### config.mk
export PLATFORM = sky130hd
export DESIGN_NAME = bcd_tick_counter_flat
export DESIGN_NICKNAME = d
export VERILOG_FILES = /design/src/rtl/bcd_pkg.sv /design/src/rtl/bcd_tick_counter_if.sv /design/src/rtl/seg7_dec.sv /design/src/rtl/bcd_tick_counter.sv /design/src/flat_wrapper.sv
export SDC_FILE = /design/constraint.sdc
export NUM_CORES = 1
export LEC_CHECK = 0
export CELL_PAD_IN_SITES_DETAIL_PLACEMENT = 0
export CELL_PAD_IN_SITES_GLOBAL_PLACEMENT = 1
export CORE_MARGIN = 3
export CORE_UTILIZATION = 37
export CTS_BUF_LIST = sky130_fd_sc_hd__clkbuf_4 sky130_fd_sc_hd__clkbuf_8
export DETAILED_ROUTE_END_ITERATION = 8
export GPL_ROUTABILITY_DRIVEN = 0
export GPL_TIMING_DRIVEN = 0
export PLACE_DENSITY_LB_ADDON = 0.2
export SLEW_MARGIN = 5
export SYNTH_ARGS = -nofsm -noshare
export SYNTH_HDL_FRONTEND = slang
export SYNTH_SLANG_ARGS = --single-unit
### constraint.sdc
create_clock -name clk_in -period 5.1 [get_ports clk_in]
set_input_delay 1.02 -clock clk_in [delete_from_list [all_inputs] [get_ports clk_in]]
set_output_delay 1.02 -clock clk_in [all_outputs]
set_load 0.02 [all_outputs]
### src/rtl/bcd_pkg.sv
// Shared types and constants for the BCD tick counter and its segment decoder.
package bcd_pkg;

    typedef logic [3:0] bcd_t;
    typedef logic [6:0] seg_t;

    localparam seg_t SEG_BLANK = 7'h7F;

    typedef enum logic {
        WAIT_LOW,
        WAIT_HIGH
    } edge_state_t;

endpackage

### src/rtl/bcd_tick_counter_if.sv
// Signal bundle between the BCD tick counter and whoever drives/observes it.
interface bcd_tick_counter_if;
    import bcd_pkg::*;

    logic tick_in;
    logic en;
    logic clr;
    logic up_dn;
    bcd_t digit_lo;
    bcd_t digit_hi;
    logic carry_out;
    seg_t seg_lo;
    seg_t seg_hi;

    modport master (
        output tick_in, en, clr, up_dn,
        input  digit_lo, digit_hi, carry_out, seg_lo, seg_hi
    );

    modport slave (
        input  tick_in, en, clr, up_dn,
        output digit_lo, digit_hi, carry_out, seg_lo, seg_hi
    );

endinterface

### src/rtl/seg7_dec.sv
// BCD to seven-segment decoder, active-low, bit6..0 = g..a; codes 10..15 blank.
module seg7_dec
    import bcd_pkg::*;
(
    input  bcd_t bcd,
    output seg_t seg
);

    always_comb begin
        seg = SEG_BLANK;
        case (bcd)
            4'd0: seg = 7'b1000000;
            4'd1: seg = 7'b1111001;
            4'd2: seg = 7'b0100100;
            4'd3: seg = 7'b0110000;
            4'd4: seg = 7'b0011001;
            4'd5: seg = 7'b0010010;
            4'd6: seg = 7'b0000010;
            4'd7: seg = 7'b1111000;
            4'd8: seg = 7'b0000000;
            4'd9: seg = 7'b0010000;
            default: seg = SEG_BLANK;
        endcase
    end

endmodule

### src/rtl/bcd_tick_counter.sv
// Two-digit BCD up/down counter stepped by rising edges of a slow divided clock.
// Optional seven-segment decode is enabled by defining BCD_SEG_DECODE_EN.
module bcd_tick_counter
    import bcd_pkg::*;
#(
    parameter int unsigned MOD_HI = 5,
    parameter int unsigned MOD_LO = 9
) (
    input  logic               clk_in,
    input  logic               reset,
    bcd_tick_counter_if.slave  bus
);

    if (MOD_HI > 9 || MOD_LO > 9) begin : g_mod_check
        $error("bcd_tick_counter: MOD_HI and MOD_LO must each be in 0..9");
    end

    localparam bcd_t TERM_HI = MOD_HI[3:0];
    localparam bcd_t TERM_LO = MOD_LO[3:0];

    logic        sync_p0, sync_p1;
    logic        vld_p0, vld_p1;
    edge_state_t state, state_nxt;
    logic        step;
    bcd_t        cnt_lo_p2, cnt_hi_p2;
    logic        carry_p2;
    seg_t        seg_lo_w, seg_hi_w;

    // Stage 0/1: two-flop synchronizer; vld marks when sync_p1 holds a real sample
    // rather than the reset value, so a tick held high through reset is not
    // mistaken for a low level.
    always_ff @(posedge clk_in) begin
        if (reset) begin
            sync_p0 <= 1'b0;
            sync_p1 <= 1'b0;
            vld_p0  <= 1'b0;
            vld_p1  <= 1'b0;
        end else begin
            sync_p0 <= bus.tick_in;
            sync_p1 <= sync_p0;
            vld_p0  <= 1'b1;
            vld_p1  <= vld_p0;
        end
    end

    always_ff @(posedge clk_in) begin
        if (reset) state <= WAIT_LOW;
        else       state <= state_nxt;
    end

    always_comb begin
        state_nxt = state;
        step      = 1'b0;
        case (state)
            WAIT_LOW:  if (vld_p1 && !sync_p1) state_nxt = WAIT_HIGH;
            WAIT_HIGH: if (sync_p1) begin
                step      = 1'b1;
                state_nxt = WAIT_LOW;
            end
            default:   state_nxt = WAIT_LOW;
        endcase
    end

    // Stage 2: counter digits and wrap pulse
    always_ff @(posedge clk_in) begin
        if (reset) begin
            cnt_lo_p2 <= '0;
            cnt_hi_p2 <= '0;
            carry_p2  <= 1'b0;
        end else begin
            carry_p2 <= 1'b0;
            if (bus.clr) begin
                cnt_lo_p2 <= '0;
                cnt_hi_p2 <= '0;
            end else if (step && bus.en) begin
                if (bus.up_dn) begin
                    if (cnt_hi_p2 == TERM_HI && cnt_lo_p2 == TERM_LO) begin
                        cnt_lo_p2 <= '0;
                        cnt_hi_p2 <= '0;
                        carry_p2  <= 1'b1;
                    end else if (cnt_lo_p2 == 4'd9) begin
                        cnt_lo_p2 <= '0;
                        cnt_hi_p2 <= cnt_hi_p2 + 4'd1;
                    end else begin
                        cnt_lo_p2 <= cnt_lo_p2 + 4'd1;
                    end
                end else begin
                    if (cnt_hi_p2 == 4'd0 && cnt_lo_p2 == 4'd0) begin
                        cnt_lo_p2 <= TERM_LO;
                        cnt_hi_p2 <= TERM_HI;
                        carry_p2  <= 1'b1;
                    end else if (cnt_lo_p2 == 4'd0) begin
                        cnt_lo_p2 <= 4'd9;
                        cnt_hi_p2 <= cnt_hi_p2 - 4'd1;
                    end else begin
                        cnt_lo_p2 <= cnt_lo_p2 - 4'd1;
                    end
                end
            end
        end
    end

`ifdef BCD_SEG_DECODE_EN
    seg7_dec u_seg_lo (.bcd(cnt_lo_p2), .seg(seg_lo_w));
    seg7_dec u_seg_hi (.bcd(cnt_hi_p2), .seg(seg_hi_w));
`else
    assign seg_lo_w = SEG_BLANK;
    assign seg_hi_w = SEG_BLANK;
`endif

    assign bus.digit_lo  = cnt_lo_p2;
    assign bus.digit_hi  = cnt_hi_p2;
    assign bus.carry_out = carry_p2;
    assign bus.seg_lo    = seg_lo_w;
    assign bus.seg_hi    = seg_hi_w;

endmodule

### src/flat_wrapper.sv
// flat-port wrapper written by rule: the top's interface ports become plain ports
module bcd_tick_counter_flat import bcd_pkg::*;
#(
    parameter int unsigned MOD_HI = 5,
    parameter int unsigned MOD_LO = 9
)
  (clk_in, reset, bus_tick_in, bus_en, bus_clr, bus_up_dn, bus_digit_lo, bus_digit_hi, bus_carry_out, bus_seg_lo, bus_seg_hi);
  bcd_tick_counter_if bus_i ();
  input  logic clk_in;
  input  logic reset;
  input wire logic [$bits(bus_i.tick_in)-1:0] bus_tick_in;
  input wire logic [$bits(bus_i.en)-1:0] bus_en;
  input wire logic [$bits(bus_i.clr)-1:0] bus_clr;
  input wire logic [$bits(bus_i.up_dn)-1:0] bus_up_dn;
  output wire logic [$bits(bus_i.digit_lo)-1:0] bus_digit_lo;
  output wire logic [$bits(bus_i.digit_hi)-1:0] bus_digit_hi;
  output wire logic [$bits(bus_i.carry_out)-1:0] bus_carry_out;
  output wire logic [$bits(bus_i.seg_lo)-1:0] bus_seg_lo;
  output wire logic [$bits(bus_i.seg_hi)-1:0] bus_seg_hi;
  assign bus_i.tick_in = bus_tick_in;
  assign bus_i.en = bus_en;
  assign bus_i.clr = bus_clr;
  assign bus_i.up_dn = bus_up_dn;
  assign bus_digit_lo = bus_i.digit_lo;
  assign bus_digit_hi = bus_i.digit_hi;
  assign bus_carry_out = bus_i.carry_out;
  assign bus_seg_lo = bus_i.seg_lo;
  assign bus_seg_hi = bus_i.seg_hi;
  bcd_tick_counter #(.MOD_HI(MOD_HI), .MOD_LO(MOD_LO)) u_core (.clk_in(clk_in), .reset(reset), .bus(bus_i));
endmodule
=== Word-level counts from Yosys, hierarchy flattened ===
Cells that the tools add are included.

* Add/sub/neg operators: 4
* Multiply operators: 0
* Divide/modulo/power cells: 0
* $lt $le $gt $ge: 0
* Equality and inequality tests: 3
* Shift operators: 0
* Muxes and demuxes: 19
* Bitwise logic cells: 2
* Reduce and logical (&&, ||, !) cells: 11

{| class="wikitable"
|+ Operators with widths
! cell !! number
|-
| 4-bit two-way mux || 10
|-
| 4-bit by 1-bit adder with 4-bit output (second input constant) || 2
|-
| 4-bit zero test || 2
|-
| 1-bit two-way mux || 8
|-
| 4-bit by 1-bit subtractor with 4-bit output (second input constant) || 2
|-
| 4-bit by 3-bit == test with 1-bit output (second input constant) || 1
|-
| 4-bit == test (second input constant) || 1
|-
| 1-bit logical AND || 4
|-
| 3-bit by 1-bit inequality test with 1-bit output (second input constant) || 1
|-
| 3-bit AND reduction || 1
|-
| 3-bit nonzero test || 1
|-
| 3-bit OR reduction || 1
|-
| 1-bit inverter || 2
|-
| 1-bit one-hot mux with 2 select lines || 1
|-
| 2-bit OR reduction || 1
|-
| 1-bit zero test || 1
|}

* Register bits after elaboration: 14
* Latch bits: 0
* Bits in writable memories: 0
* ROM bits: 0
* Input bits: 6
* Output and inout bits: 23
* Memories: 0

=== Longest topological paths before layout ===
* Depth in word-level cells: 5
* Depth in mapped cells: 6
* Gate-level depth less buffers: 6

=== Worst setup path after synthesis ===
Ideal clock, no wire load.

* Kind: in2reg
* From: input bus_up_dn
* To: register u_core.cnt_hi_p2[0] (netlist: u_core.bus.digit_hi[0])
* Library setup time: 0.120 ns
* Data arrival time: 2.107 ns
* Path slack: 2.873 ns
* Stages: 5
* Path buffers: 1
* Cells stage by stage: buf_2 -> or3b_4 -> a211o_1 -> a211oi_1 -> nor2_1

* Cells in the longest elaborated chain, start to end: 2
* Elaborated cells between the ends (all ways): 4
* Classes of those cells: eq/ne: 1; mux: 1; reduce/logical: 2

{| class="wikitable"
|+ Ends and longest elaborated chain
! element !! RTL line !! RTL
|-
| start: declaration || flat_wrapper.sv:14 || <nowiki>input wire logic [$bits(bus_i.up_dn)-1:0] bus_up_dn;</nowiki>
|-
| 3-bit by 1-bit inequality test with 1-bit output (no line) / 3-bit nonzero test (equally long branches) || n/a ||
|-
| 3-bit AND reduction (no line) || n/a ||
|-
| end signal: assignment || bcd_tick_counter.sv:83 || <nowiki>cnt_hi_p2 <= cnt_hi_p2 + 4'd1;</nowiki>
|-
| end signal: assignment || bcd_tick_counter.sv:94 || <nowiki>cnt_hi_p2 <= cnt_hi_p2 - 4'd1;</nowiki>
|-
| end: declaration || bcd_tick_counter.sv:25 || <nowiki>bcd_t cnt_lo_p2, cnt_hi_p2;</nowiki>
|}

Several ways; a longest one is shown, not always the timed one.
A chain may end at the register's enable or synchronous reset.

=== Final worst setup path ===
* From: register u_core.cnt_lo_p2[0] (netlist: u_core.bus.digit_lo[0])
* To: output bus_digit_lo[0]

{| class="wikitable"
|+ RTL lines
! element !! RTL line !! RTL
|-
| start: declaration || bcd_tick_counter.sv:25 ||
|-
| start signal: assignment || bcd_tick_counter.sv:85 || <nowiki>cnt_lo_p2 <= cnt_lo_p2 + 4'd1;</nowiki>
|-
| start signal: assignment || bcd_tick_counter.sv:96 || <nowiki>cnt_lo_p2 <= cnt_lo_p2 - 4'd1;</nowiki>
|-
| end: declaration || flat_wrapper.sv:15 || <nowiki>output wire logic [$bits(bus_i.digit_lo)-1:0] bus_digit_lo;</nowiki>
|}

No word-level cell between the ends.

==> run summary <==
VDD IR max - 0.150 mV
Post-synth top cells - 14 x buf_4, 14 x dfxtp_1, 10 x a21oi_1, 7 x inv_1, 7 x nor2_1
WP buf/inv - 1
Hold Crit Class - reg2reg
Setup Viol. Count Final - 0
Post-CTS Setup Inserts - 0
DP HPWL - 1560 um
CP Launch Type - register
GRT busiest layer - met2
Syn Area/Cell - 8.27 um^2
1st-iter DRT viols - 41
final wirelength - 2120 um
IO buf count - 13
largest net degree at the start of global routing - 11
die height - 56.9 um
PostCTS Resize Cnt - 0
total I/O pin count - 29
clock tree from TritonCTS - built
Crit Path Max Fanout - 9
cell area after synthesis - 960 um^2
GRT Residual Overflow - 0
routed vias - 876
number of global-route vias before repair - 807
initial antenna violation count - 0
Slowest-stage cell, CP - clkdlybuf4s50_1
CP Cell Sequence - clkdlybuf4s50_1
clk buf depth - 2
Residual DRC - 0
RSZ-0062 raised after global routing - no
dominant synthesized flop cell - dfxtp_1
clk slew on worst S/H paths - 0.09 ns
clock skew - 0.00343 ns
flops & latches, synth - 14
Initial Utilization - 0.410
Pleak - 0.000485 uW
Worst Path Arrival - 1.44 ns
row count - 17
Synth Instances - 116
asr flop ratio synth - 0
fin util - 0.517
Nets - 159
TNS Setup - 0 ns
Synth area leader - dfxtp_1
Synth area leaders - dfxtp_1 29%, buf_4 11%, ha_1 7.8%
post-synth top area share - 0.292
met3 usage - 0.0226
clk_lat worst skew - 0.28 ns
crit-path max cell delay - 0.66 ns
Die X - 56.9 um
Hold Vio Cnt, Final - 0
share of layout cells above drive strength 1 - 0.205
drt pass-1 iters - 4
die footprint - 0.00324 mm^2
Tmin final - 2.46 ns
ANT nets after route - 0
Final Max Slew Viols - 0
global routing usage on met2 - 0.222
Area Growth Syn to Fin - 26.1%
CTS Buf Count - 3
Max Freq - 407 MHz
clock root cell - clkbuf_4
total core area - 0.00234 mm^2
Synthesis Warnings - 0
All-Layer GR Usage - 0.136
outcome - finished clean
M1 GR Usage - 0.185
global-route wire length before repair - 3620 um
PwrDens - 187 mW/mm^2
vias per inst - 5.03
MaxCap Viol Count - 0
Post-synth EDFFs - 0
fin crit share - 0.482
ANT cells - 0
CTS sink cnt - 14
Setup crit end kind - output port
hold buffers post-CTS - 0
CTS H-Tree Depth - 1
sequential area share after synthesis - 0.292
cell family with most CP delay - buffers and inverters
Worst Path Required - 4.08 ns
Hold WS - 0.444 ns
CP Class - reg2out
routed wire length per instance - 12.2 um
Cell variety after synth - 39
## per-layer routing
metal	vias up	part of all wire
met5	-	0
met4	0	0.011
met3	4	0.083
met2	41	0.46
met1	384	0.45
li1	447	-
## area by class of cell
| class | instances | area (um^2) |
|---|---|---|
| repair buffers | 13 | 130 |
| flip-flops and latches | 14 | 280 |
| multi-input cells | 89 | 567 |
| fillers | 235 | 1130 |
| well taps | 28 | 35.0 |
| plain buffers | 19 | 135 |
| clock buffers | 4 | 36.3 |
| inverters | 7 | 26.3 |
## path summary, 6_finish.rpt
check	slack, ns	cells past startpoint	start	end
setup / recovery	2.64	1	u_core.bus.digit_lo[0]	bus_digit_lo[0]
hold / removal	0.44	1	u_core.sync_p0	u_core.sync_p1
setup reg to reg	3.22	6	u_core.bus.digit_lo[0]	u_core.bus.digit_hi[0]
hold reg to reg	0.44	1	u_core.sync_p0	u_core.sync_p1
## stage by stage
stage / total power [uW] / worst slack [ns] / instance area, um^2 / std cells
floorplan: 142 / 2.87 / 1010 / 129
global placement: 149 / 2.49 / 1170 / 170
detailed placement: 149 / 2.41 / 1170 / 170
CTS: 228 / 2.64 / 1210 / 174
global route: 239 / 2.59 / 1210 / 174
finish: 227 / 2.64 / 1210 / 174
## layout by cell type, fill, tap and decap left out, drive strengths merged, types with 6 or more instances in the layout
master,instances
conb,14
inv,7
buf,18
nor2,7
clkdlybuf4s50,13
ha,6
dfxtp,14
a21oi,10
## power by group
| part | internal (uW) | switching, uW |
|---|---|---|
| clock network | 43.4 | 36.5 |
| logic | 15.0 | 19.4 |
| registers | 111 | 1.01 |
| total | 170 | 56.9 |
## registers in the layout (all words and copies together), names as in the netlist
name                  cells
u_core.bus.digit_lo       4
u_core.state              1
u_core.bus.carry_out      1
u_core.vld_p1             1
u_core.bus.digit_hi       4
u_core.vld_p0             1
u_core.sync_p0            1
u_core.sync_p1            1
## cell families after synthesis
group	Yosys count	synth area share
compound gates	29	0.211
fa+ha+maj	6	0.0782
flops	14	0.292
other cells	1	0.00391
simple gates	38	0.224
buf+inv	26	0.168
mux	2	0.0222
Note: power is estimated with default switching activity, not from simulation.
